<file path="src/rtl/regfile_writeback_if.sv">
// Write-side bus bundle for regfile_writeback_unit: ALU and long-latency result inputs,
// scoreboard queries and the register-file write port.
interface regfile_writeback_if #(
    parameter int XLEN       = 32,
    parameter int FIFO_DEPTH = 4
);
    localparam int CNT_W = $clog2(FIFO_DEPTH) + 1;

    logic             alu_valid;
    logic [4:0]       alu_rd;
    logic [XLEN-1:0]  alu_data;
    logic             ll_valid;
    logic             ll_ready;
    logic [4:0]       ll_rd;
    logic [XLEN-1:0]  ll_data;
    logic             sb_set;
    logic [4:0]       sb_rd;
    logic [4:0]       rs1_addr;
    logic [4:0]       rs2_addr;
    logic             rs1_busy;
    logic             rs2_busy;
    logic             alu_stall;
    logic [CNT_W-1:0] fifo_count;
    logic             rd_we;
    logic [4:0]       rd_addr;
    logic [XLEN-1:0]  rd_data;

    modport master (
        output alu_valid, alu_rd, alu_data, ll_valid, ll_rd, ll_data,
               sb_set, sb_rd, rs1_addr, rs2_addr,
        input  ll_ready, rs1_busy, rs2_busy, alu_stall, fifo_count,
               rd_we, rd_addr, rd_data
    );

    modport slave (
        input  alu_valid, alu_rd, alu_data, ll_valid, ll_rd, ll_data,
               sb_set, sb_rd, rs1_addr, rs2_addr,
        output ll_ready, rs1_busy, rs2_busy, alu_stall, fifo_count,
               rd_we, rd_addr, rd_data
    );
endinterface

</file>
<file path="src/rtl/regfile_writeback_unit.sv">
// Arbitrates ALU and buffered long-latency results onto the single register-file write
// port, with starvation control and a per-register pending scoreboard for issue.
module regfile_writeback_unit #(
    parameter int XLEN       = 32,
    parameter int FIFO_DEPTH = 4,
    parameter int STARVE_MAX = 3
) (
    input  logic               clk,
    input  logic               rst_n,
    regfile_writeback_if.slave bus
);
    localparam int PTR_W = $clog2(FIFO_DEPTH);
    localparam int CNT_W = PTR_W + 1;
    localparam int SC_W  = $clog2(STARVE_MAX + 1);

    logic [4:0]      fifo_rd_q   [FIFO_DEPTH];
    logic [XLEN-1:0] fifo_data_q [FIFO_DEPTH];

    logic [PTR_W-1:0] head_q, head_d;
    logic [PTR_W-1:0] tail_q, tail_d;
    logic [CNT_W-1:0] count_q, count_d;
    logic [SC_W-1:0]  starve_q, starve_d;
    logic             stall_q, stall_d;
    logic [31:0]      busy_q, busy_d;
    logic             rd_we_q, rd_we_d;
    logic [4:0]       rd_addr_q, rd_addr_d;
    logic [XLEN-1:0]  rd_data_q, rd_data_d;

    logic            full, empty, push, pop, alu_win;
    logic [4:0]      head_rd;
    logic [XLEN-1:0] head_data;

    assign full      = (count_q == CNT_W'(FIFO_DEPTH));
    assign empty     = (count_q == '0);
    assign push      = bus.ll_valid && !full;
    assign alu_win   = bus.alu_valid && !stall_q;
    assign pop       = !alu_win && !empty;
    assign head_rd   = fifo_rd_q[head_q];
    assign head_data = fifo_data_q[head_q];

    always_comb begin
        head_d    = head_q;
        tail_d    = tail_q;
        count_d   = count_q;
        starve_d  = starve_q;
        stall_d   = 1'b0;
        busy_d    = busy_q;
        rd_we_d   = 1'b0;
        rd_addr_d = rd_addr_q;
        rd_data_d = rd_data_q;

        if (push) tail_d = tail_q + PTR_W'(1);
        if (pop)  head_d = head_q + PTR_W'(1);
        case ({push, pop})
            2'b10:   count_d = count_q + CNT_W'(1);
            2'b01:   count_d = count_q - CNT_W'(1);
            default: count_d = count_q;
        endcase

        // The stall pulse forces exactly one FIFO drain after STARVE_MAX lost arbitrations.
        if (pop || empty) begin
            starve_d = '0;
        end else if (alu_win) begin
            if (starve_q == SC_W'(STARVE_MAX - 1)) begin
                stall_d  = 1'b1;
                starve_d = '0;
            end else begin
                starve_d = starve_q + SC_W'(1);
            end
        end

        if (alu_win) begin
            rd_we_d   = (bus.alu_rd != 5'd0);
            rd_addr_d = bus.alu_rd;
            rd_data_d = bus.alu_data;
        end else if (pop) begin
            rd_we_d   = (head_rd != 5'd0);
            rd_addr_d = head_rd;
            rd_data_d = head_data;
        end

        // Clear first so a same-cycle dispatch to the same register keeps it pending.
        if (pop) busy_d[head_rd] = 1'b0;
        if (bus.sb_set && (bus.sb_rd != 5'd0)) busy_d[bus.sb_rd] = 1'b1;
        busy_d[0] = 1'b0;
    end

    always_ff @(posedge clk or negedge rst_n) begin
        if (!rst_n) begin
            head_q    <= '0;
            tail_q    <= '0;
            count_q   <= '0;
            starve_q  <= '0;
            stall_q   <= 1'b0;
            busy_q    <= '0;
            rd_we_q   <= 1'b0;
            rd_addr_q <= '0;
            rd_data_q <= '0;
        end else begin
            head_q    <= head_d;
            tail_q    <= tail_d;
            count_q   <= count_d;
            starve_q  <= starve_d;
            stall_q   <= stall_d;
            busy_q    <= busy_d;
            rd_we_q   <= rd_we_d;
            rd_addr_q <= rd_addr_d;
            rd_data_q <= rd_data_d;
        end
    end

    // Entry storage carries no reset; validity is tracked by the pointers and count.
    always_ff @(posedge clk) begin
        if (push) begin
            fifo_rd_q[tail_q]   <= bus.ll_rd;
            fifo_data_q[tail_q] <= bus.ll_data;
        end
    end

    assign bus.ll_ready   = !full;
    assign bus.rs1_busy   = busy_q[bus.rs1_addr];
    assign bus.rs2_busy   = busy_q[bus.rs2_addr];
    assign bus.alu_stall  = stall_q;
    assign bus.fifo_count = count_q;
    assign bus.rd_we      = rd_we_q;
    assign bus.rd_addr    = rd_addr_q;
    assign bus.rd_data    = rd_data_q;
endmodule

</file>
<file path="src/flat_wrapper.sv">
// flat-port wrapper written by rule: the top's interface ports become plain ports
module regfile_writeback_unit_flat 
#(
    parameter int XLEN       = 32,
    parameter int FIFO_DEPTH = 4,
    parameter int STARVE_MAX = 3
)
  (clk, rst_n, bus_alu_valid, bus_alu_rd, bus_alu_data, bus_ll_valid, bus_ll_rd, bus_ll_data, bus_sb_set, bus_sb_rd, bus_rs1_addr, bus_rs2_addr, bus_ll_ready, bus_rs1_busy, bus_rs2_busy, bus_alu_stall, bus_fifo_count, bus_rd_we, bus_rd_addr, bus_rd_data);
  regfile_writeback_if #(.XLEN(XLEN), .FIFO_DEPTH(FIFO_DEPTH)) bus_i ();
  input  logic clk;
  input  logic rst_n;
  input wire logic [$bits(bus_i.alu_valid)-1:0] bus_alu_valid;
  input wire logic [$bits(bus_i.alu_rd)-1:0] bus_alu_rd;
  input wire logic [$bits(bus_i.alu_data)-1:0] bus_alu_data;
  input wire logic [$bits(bus_i.ll_valid)-1:0] bus_ll_valid;
  input wire logic [$bits(bus_i.ll_rd)-1:0] bus_ll_rd;
  input wire logic [$bits(bus_i.ll_data)-1:0] bus_ll_data;
  input wire logic [$bits(bus_i.sb_set)-1:0] bus_sb_set;
  input wire logic [$bits(bus_i.sb_rd)-1:0] bus_sb_rd;
  input wire logic [$bits(bus_i.rs1_addr)-1:0] bus_rs1_addr;
  input wire logic [$bits(bus_i.rs2_addr)-1:0] bus_rs2_addr;
  output wire logic [$bits(bus_i.ll_ready)-1:0] bus_ll_ready;
  output wire logic [$bits(bus_i.rs1_busy)-1:0] bus_rs1_busy;
  output wire logic [$bits(bus_i.rs2_busy)-1:0] bus_rs2_busy;
  output wire logic [$bits(bus_i.alu_stall)-1:0] bus_alu_stall;
  output wire logic [$bits(bus_i.fifo_count)-1:0] bus_fifo_count;
  output wire logic [$bits(bus_i.rd_we)-1:0] bus_rd_we;
  output wire logic [$bits(bus_i.rd_addr)-1:0] bus_rd_addr;
  output wire logic [$bits(bus_i.rd_data)-1:0] bus_rd_data;
  assign bus_i.alu_valid = bus_alu_valid;
  assign bus_i.alu_rd = bus_alu_rd;
  assign bus_i.alu_data = bus_alu_data;
  assign bus_i.ll_valid = bus_ll_valid;
  assign bus_i.ll_rd = bus_ll_rd;
  assign bus_i.ll_data = bus_ll_data;
  assign bus_i.sb_set = bus_sb_set;
  assign bus_i.sb_rd = bus_sb_rd;
  assign bus_i.rs1_addr = bus_rs1_addr;
  assign bus_i.rs2_addr = bus_rs2_addr;
  assign bus_ll_ready = bus_i.ll_ready;
  assign bus_rs1_busy = bus_i.rs1_busy;
  assign bus_rs2_busy = bus_i.rs2_busy;
  assign bus_alu_stall = bus_i.alu_stall;
  assign bus_fifo_count = bus_i.fifo_count;
  assign bus_rd_we = bus_i.rd_we;
  assign bus_rd_addr = bus_i.rd_addr;
  assign bus_rd_data = bus_i.rd_data;
  regfile_writeback_unit #(.XLEN(XLEN), .FIFO_DEPTH(FIFO_DEPTH), .STARVE_MAX(STARVE_MAX)) u_core (.clk(clk), .rst_n(rst_n), .bus(bus_i));
endmodule
</file>
<file path="config.mk">
export PLATFORM = sky130hd
export DESIGN_NAME = regfile_writeback_unit_flat
export DESIGN_NICKNAME = d
export VERILOG_FILES = /design/src/rtl/regfile_writeback_if.sv /design/src/rtl/regfile_writeback_unit.sv /design/src/flat_wrapper.sv
export SDC_FILE = /design/constraint.sdc
export NUM_CORES = 1
export LEC_CHECK = 0
export CAP_MARGIN = 10
export CORE_MARGIN = 4
export CORE_UTILIZATION = 49
export DETAILED_ROUTE_END_ITERATION = 10
export PLACE_DENSITY = 0.75
export SLEW_MARGIN = 5
export SYNTH_ARGS = -nofsm -noshare
export SYNTH_HDL_FRONTEND = slang
export SYNTH_SLANG_ARGS = --single-unit
</file>
<file path="constraint.sdc">
create_clock -name clk -period 2.05 [get_ports clk]
set_clock_uncertainty 0.05 [all_clocks]
set_input_delay 0.3075 -clock clk [delete_from_list [all_inputs] [get_ports clk]]
set_output_delay 0.3075 -clock clk [all_outputs]
set_load 0.02 [all_outputs]
</file>
* Word level (Yosys, flattened, before mapping)
Memories as Yosys holds them, arrays and structs flattened.
Index checks and enable logic that the tools add are counted.
** Operators by class
- Add/subtract/negate cells :: 5
- Magnitude comparators :: 6
- Equality and inequality tests :: 4
- Mux-type cells :: 25
- Bitwise gates (word level) :: 3
- Reduce and logical (&&, ||, !) cells :: 18
** Operators by type and width (count)
- two-way mux 32 bit :: 4
- bitwise AND 32 bit :: 1
- NOT 32 bit :: 1
- bitwise OR 32 bit :: 1
- < comparator 5 x 6 -> 1 bit, second input constant :: 4
- nonzero test 5 bit :: 3
- two-way mux 1 bit :: 11
- binary-select mux 1 bit (select 5 bit) :: 2
- demux 1 bit (select 5 bit) :: 2
- >= comparator 5 x 1 -> 1 bit, second input constant :: 2
- two-way mux 5 bit :: 2
- adder 2 x 1 -> 2 bit, second input constant :: 3
- logical AND 1 bit :: 6
- two-way mux 2 bit :: 3
- one-hot mux 3 bit (2 select lines) :: 1
- nonzero test 2 bit :: 3
- == test 2 bit, second input constant :: 2
- logical NOT 1 bit :: 4
- adder 3 x 1 -> 3 bit, second input constant :: 1
- == test 3 bit, second input constant :: 1
- logical NOT 3 bit :: 1
- subtractor 3 x 1 -> 3 bit, second input constant :: 1
- == test 2 x 1 -> 1 bit, second input constant :: 1
- logical OR 1 bit :: 1
** Storage, ports and cells
- Register bits after elaboration :: 79
- RAM bits :: 148
- Input bits :: 94
- Memories :: 2
** Memory list
- u_core.fifo_data_q :: depth 4, width 32, rd ports 1, clocked after Yosys merged registers in 0, write ports 1, RTL line regfile_writeback_unit.sv:17 : logic [XLEN-1:0] fifo_data_q [FIFO_DEPTH];
- u_core.fifo_rd_q :: depth 4, width 5, rd ports 1, clocked after Yosys merged registers in 0, write ports 1, RTL line regfile_writeback_unit.sv:16 : logic [4:0] fifo_rd_q [FIFO_DEPTH];

* Depth between registers and ports, before layout
An unclocked memory read counts as a cell.
- Depth after elaboration :: 10
- Depth in mapped cells :: 10

* Worst setup path after synthesis
Ideal clock, no wire load.
- Kind :: reg-to-reg
- Start :: reg u_core.count_q[0] (netlist: u_core.bus.fifo_count[0])
- End :: mem u_core.fifo_data_q[0][0], enable pin
- Setup time :: 398 ps
- Arrival time :: 1859 ps
- Data required time :: 1602 ps
- Slack :: -257 ps
- Stages on the path, launching flop included :: 4
- Cells stage by stage :: dfrtp_1 -> inv_1 -> nand3_1 -> and3_1
** On the way
- Cells in the longest elaborated chain, start to end :: 5
** RTL lines
- start: declaration :: RTL line regfile_writeback_unit.sv:21 : logic [CNT_W-1:0] count_q, count_d;
- start signal: assignment :: RTL line regfile_writeback_unit.sv:102 : count_q <= count_d;
- == test 3 bit :: RTL line regfile_writeback_unit.sv:33 : assign full = (count_q == CNT_W'(FIFO_DEPTH));
- logical NOT 1 bit
- named net bus_ll_ready :: RTL line flat_wrapper.sv:22 : output wire logic [$bits(bus_i.ll_ready)-1:0] bus_ll_ready;
- logical AND 1 bit :: RTL line regfile_writeback_unit.sv:35 : assign push = bus.ll_valid && !full;
- two-way mux 1 bit :: RTL line regfile_writeback_unit.sv:114 : if (push) begin
- two-way mux 1 bit (not written as such) :: RTL line regfile_writeback_unit.sv:116 : fifo_data_q[tail_q] <= bus.ll_data;
- end: declaration :: RTL line regfile_writeback_unit.sv:17
The timed path passes the listed nets, and every way through them passes these cells.

* Final worst setup path
- Start :: reg u_core.busy_q[22]
- End :: out bus_rs1_busy
** On the way
- Cells in the longest elaborated chain, start to end :: 2
** RTL lines
- start: declaration :: RTL line regfile_writeback_unit.sv:24 : logic [31:0] busy_q, busy_d;
- start signal: assignment :: RTL line regfile_writeback_unit.sv:105 : busy_q <= busy_d;
- binary-select mux 1 bit (select 5 bit) :: RTL line regfile_writeback_unit.sv:121 : assign bus.rs1_busy = busy_q[bus.rs1_addr];
- two-way mux 1 bit (not written as such) :: RTL line regfile_writeback_unit.sv:121
- end: declaration :: RTL line flat_wrapper.sv:23 : output wire logic [$bits(bus_i.rs1_busy)-1:0] bus_rs1_busy;
No other way between the ends. The select of a mux whose other input is x is not followed.

==> impl_summary.md <==
Synth
The mux contribution to synthesized area is 0.165. The net count of the mapped netlist is 709. The largest family of logic cells by synthesized area is multiplexers.

The area fraction in and, or, nand and nor cells after synthesis is 0.0846. Summed over all instances, the cell type with the most area after synthesis is sky130_fd_sc_hd__edfxtp_1. For this run, asynchronously set or reset flops after synthesis account for 0.348. The compound-cell area share of the yosys netlist is 0.0414.

Counting every instance in the synthesized netlist gives 609. The count of flip-flops with a built-in enable after synthesis is 148. By area the synthesized netlist is led by sky130_fd_sc_hd__edfxtp_1, sky130_fd_sc_hd__dfrtp_1, sky130_fd_sc_hd__mux4_2. For this run, the number of Yosys warnings is 0. The share of synthesized area in the top cell type comes to 0.469. The sequential element share of the synthesized area is 0.677. The synthesized cell area is approximately 9500 um^2.

In this run, synthesis produced a sequential element count of around 230. After synthesis, the mean cell area works out to 15.6 um^2. Of the total synthesized cell area, the portion taken by XOR and XNOR cells is 0.00554.

Counting distinct cell types in the post-synthesis netlist gives 38. The dominant synthesized flop cell is sky130_fd_sc_hd__edfxtp_1. Of the total synthesized cell area, the portion taken by full adders, half adders and majority gates is 0.00871.

Die
The die boundary width is 147 um. The floorplan step defined a die boundary enclosing 21600 um^2. The initial utilization of the core area, before any placement, comes to 0.502. The number of placement rows is 50. Measured along the y axis, the die boundary spans 147 um.

For this design the top-level I/O count stands at 139. The core region area is 18900 um^2.

Timing
The maximum operating frequency is approximately 380 MHz. The number of pins exceeding their max-slew limit in the final report came to 0. Hold timing on the final database bottoms out at a slack of 0.227 ns.

The remaining max-slew budget at the tightest pin is 0.577. In the post-route analysis, the smallest setup slack over all paths is -0.571 ns. Setup repair after global routing could not meet its margin everywhere. Setup violations remaining at the end of the flow were counted as 2. The final critical-path share of the clock period is 1.28. At the pin with the least slew margin, the transition time is 0.632 ns.

The number of hold violations in the final report is 0. After layout, the minimum clock period comes to ~2.6 ns.

Clock network
The number of clock buffers added by TritonCTS is 23. CTS saw roughly 230 sinks. The clock root buffer is sky130_fd_sc_hd__clkbuf_16. In this run the number of H-tree levels came out at 1. The clock network latency to the later pin of the worst-skew pair is 0.50 ns. TritonCTS built the clock tree. The clock passes through at most 3 buffers. Clock-pin slew was measured on the worst setup and hold paths at roughly 0.07 ns.

Cells and area
The total non-filler cell area in the finished layout is 12600 um^2. In the final layout, the share of cells above drive strength 1 is 0.240. Leaving out fill and tap cells, the most frequent cells in the layout are sky130_fd_sc_hd__edfxtp_1, sky130_fd_sc_hd__clkdlybuf4s50_1, sky130_fd_sc_hd__nand2_1. 0 antenna diodes ended up in the layout. The layout overhead on the synthesized area is 32.6%.

The share of the core filled with cells in the final layout is 0.666. The count of nets after finishing is 900. The commonest non-fill, non-tap cell in the layout is sky130_fd_sc_hd__edfxtp_1.

The number of filler cells placed in the layout is 1334.

Detailed routing
The detailed-route vias per instance is 5.54. The post-detailed-route wirelength per cell is 20.9 um. The initial detailed-routing violation count is 372. The total wirelength of the detailed-routed design is 22500 um. The highest layer used for signal routing is met4.

After detailed routing, the met2 layer carries 11300 um of wire. The detailed-routing wirelength on met1 is 9280 um. Wire segments on met3 add up to 1610 um in the final route. The number of detailed-route iterations in the first pass is 5. The number of nets with antenna violations after routing is 0. The overall via count from detail_route is around 6000. For this run, design rule violations remaining after detail routing come to 0.

Global routing
The via count of the first global-routing pass is 6422. Global routing finished with a remaining overflow of 0. The number of antenna violations at the first check in global routing is 0.

The total track usage is 0.209. The first global-routing pass estimated 35700 um of wire. The pin count of the biggest net entering global routing is 55.

Critical path
Walking the worst path, the cells encountered are mux4_2 > and4b_1 > or4_4 > buf_6. STA puts the critical path data arrival time at 2.26 ns. The critical path's slowest cell is sky130_fd_sc_hd__or4_4. The biggest fanout along the worst timing path is 3. For this run, the slowest stage of the critical path takes 0.53 ns.

The number of buffer and inverter instances along the worst setup path is 1. The critical path is of the reg -> out type. The startpoint type of the worst setup path is a register.

The category of cells accounting for the largest share of critical-path delay is simple AND/OR/NAND/NOR gates. The kind of capture point of the worst setup path is an output pin. The worst endpoint required time is between 1.5 and 2 ns.

Placed design
After detailed placement, the total cell area comes to roughly 12000 um^2. The global placer's final weighted congestion is 0.885. The HPWL after detailed placement is 15700 um.

The number of buffer cells added on primary ports is 138.

Flow run
The tool flagged a number of max-cap violations equal to 0.

Outcome
The checks that failed: setup timing. The flow ran to the end, but the final reports show violations.

Power and ir drop
The total leakage power is 4.63 nW. The power density of the placed cells is 1420 nW/um^2. The total power of the final layout is 17.8 mW.

The worst-case vdd ir drop is 902 uV.

Hold path
The class of the tightest hold or removal check is in -> async.
[path summary, 6_finish.rpt]
check / to / slack, ns / depth (start not counted) / from
max in group asynchronous: u_core.bus.rd_data[16]$_DFFE_PN0P_ / 1.05 / 3 / rst_n
worst max register to register: u_core.busy_q[6]$_DFF_PN0_ / 0.01 / 5 / u_core.head_q[0]$_DFFE_PN0N_
worst max-delay path: bus_rs1_busy / -0.57 / 4 / u_core.busy_q[22]$_DFF_PN0_
worst min register to register: u_core.starve_q[1]$_DFFE_PN0P_ / 0.41 / 1 / u_core.starve_q[1]$_DFFE_PN0P_
worst min-delay path: u_core.busy_q[8]$_DFF_PN0_ / 0.23 / 2 / rst_n
min in group clk: u_core.bus.rd_data[18]$_DFFE_PN0P_ / 0.32 / 3 / bus_alu_data[18]
[timing repair]
action,4_1_cts,5_1_grt
hold buffers,1,0
resized for setup,28,41
pin swaps,2,20
setup endpoints to repair,16,34
setup buffers,3,7
hold endpoints to repair,27,0
[worst register-to-register path: stages (launching register included)]
cell                      delay (ns)
sky130_fd_sc_hd__dfrtp_2        0.42
sky130_fd_sc_hd__mux4_2         0.57
sky130_fd_sc_hd__or4b_4         0.52
sky130_fd_sc_hd__buf_12         0.17
sky130_fd_sc_hd__o21ai_2        0.13
sky130_fd_sc_hd__nand2_1        0.07
[flip-flops by register name, indices dropped and copies added (netlist names)]
register               cells
u_core.bus.alu_stall       1
u_core.bus.rd_we           1
u_core.fifo_rd_q          20
u_core.bus.rd_data        32
u_core.head_q              2
u_core.bus.rd_addr         5
u_core.starve_q            2
u_core.tail_q              2
u_core.busy_q             31
u_core.fifo_data_q       128
u_core.bus.fifo_count      3
[where the power goes]
| group | internal, mW | total, mW | leakage (nW) | switching [mW] |
|---|---|---|---|---|
| Combinational | 3.35 | 6.53 | 1.96 | 3.18 |
| Clock | 2.52 | 4.22 | 0.368 | 1.69 |
| Sequential | 6.25 | 7.06 | 2.30 | 0.808 |
| Total | 12.1 | 17.8 | 4.63 | 5.68 |
[cell type report]
class	count	area (um^2)	area share
Clock buffer	30	622	0.0494
Clock inverter	11	141	0.0112
Tap cell	260	325	0.0259
Multi-Input combinational cell	343	3050	0.242
Inverter	8	35.0	0.00279
Timing Repair Buffer	197	1980	0.157
Sequential cell	227	6430	0.511
[metrics by stage]
| stage | setup WS (ns) | TNS [ns] | cells |
|---|---|---|---|
| 4_1_cts | -0.585 | -1.17 | 1070 |
| 3_3_place_gp | -1.02 | -2.36 | 1025 |
| 6_report | -0.571 | -1.14 | 1076 |
| 3_5_place_dp | -1.02 | -2.97 | 1025 |
| 5_1_grt | -0.619 | -1.84 | 1076 |
| 2_1_floorplan | 0.00972 | 0 | 609 |
[per-layer routing]
metal / vias up / GRT usage
li1: 2698 / -
met3: 34 / 0.0450
met5: - / 0
met4: 0 / 0.0471
met2: 211 / 0.353
met1: 3023 / 0.283
[logic make-up after synthesis]
| family | after synthesis |
|---|---|
| flip-flops | 227 |
| AO/OA/AOI/OAI | 74 |
| multiplexers | 92 |
| XOR/XNOR | 6 |
| adder cells (fa/ha/maj) | 6 |
| buffers and inverters | 39 |
| AND/OR/NAND/NOR | 165 |
[synth_stat cells (all sizes together) (2+ instances only)]
| cell type | number |
|---|---|
| a2111oi | 2 |
| a221oi | 2 |
| and2 | 2 |
| and3 | 4 |
| and4b | 2 |
| buf | 19 |
| clkbuf | 12 |
| dfrtp | 79 |
| edfxtp | 148 |
| ha | 5 |
| inv | 8 |
| mux2 | 3 |
| mux2i | 38 |
| mux4 | 51 |
| nand2 | 103 |
| nand2b | 4 |
| nand3 | 4 |
| nand3b | 5 |
| nand4 | 4 |
| nand4b | 3 |
| nor2 | 9 |
| nor2b | 7 |
| nor3 | 3 |
| nor4b | 2 |
| nor4bb | 2 |
| o21ai | 69 |
| or3b | 3 |
| or4 | 4 |
| or4b | 2 |
| xnor2 | 3 |
| xor2 | 3 |
No activity file was read; power rests on OpenSTA's default activity.
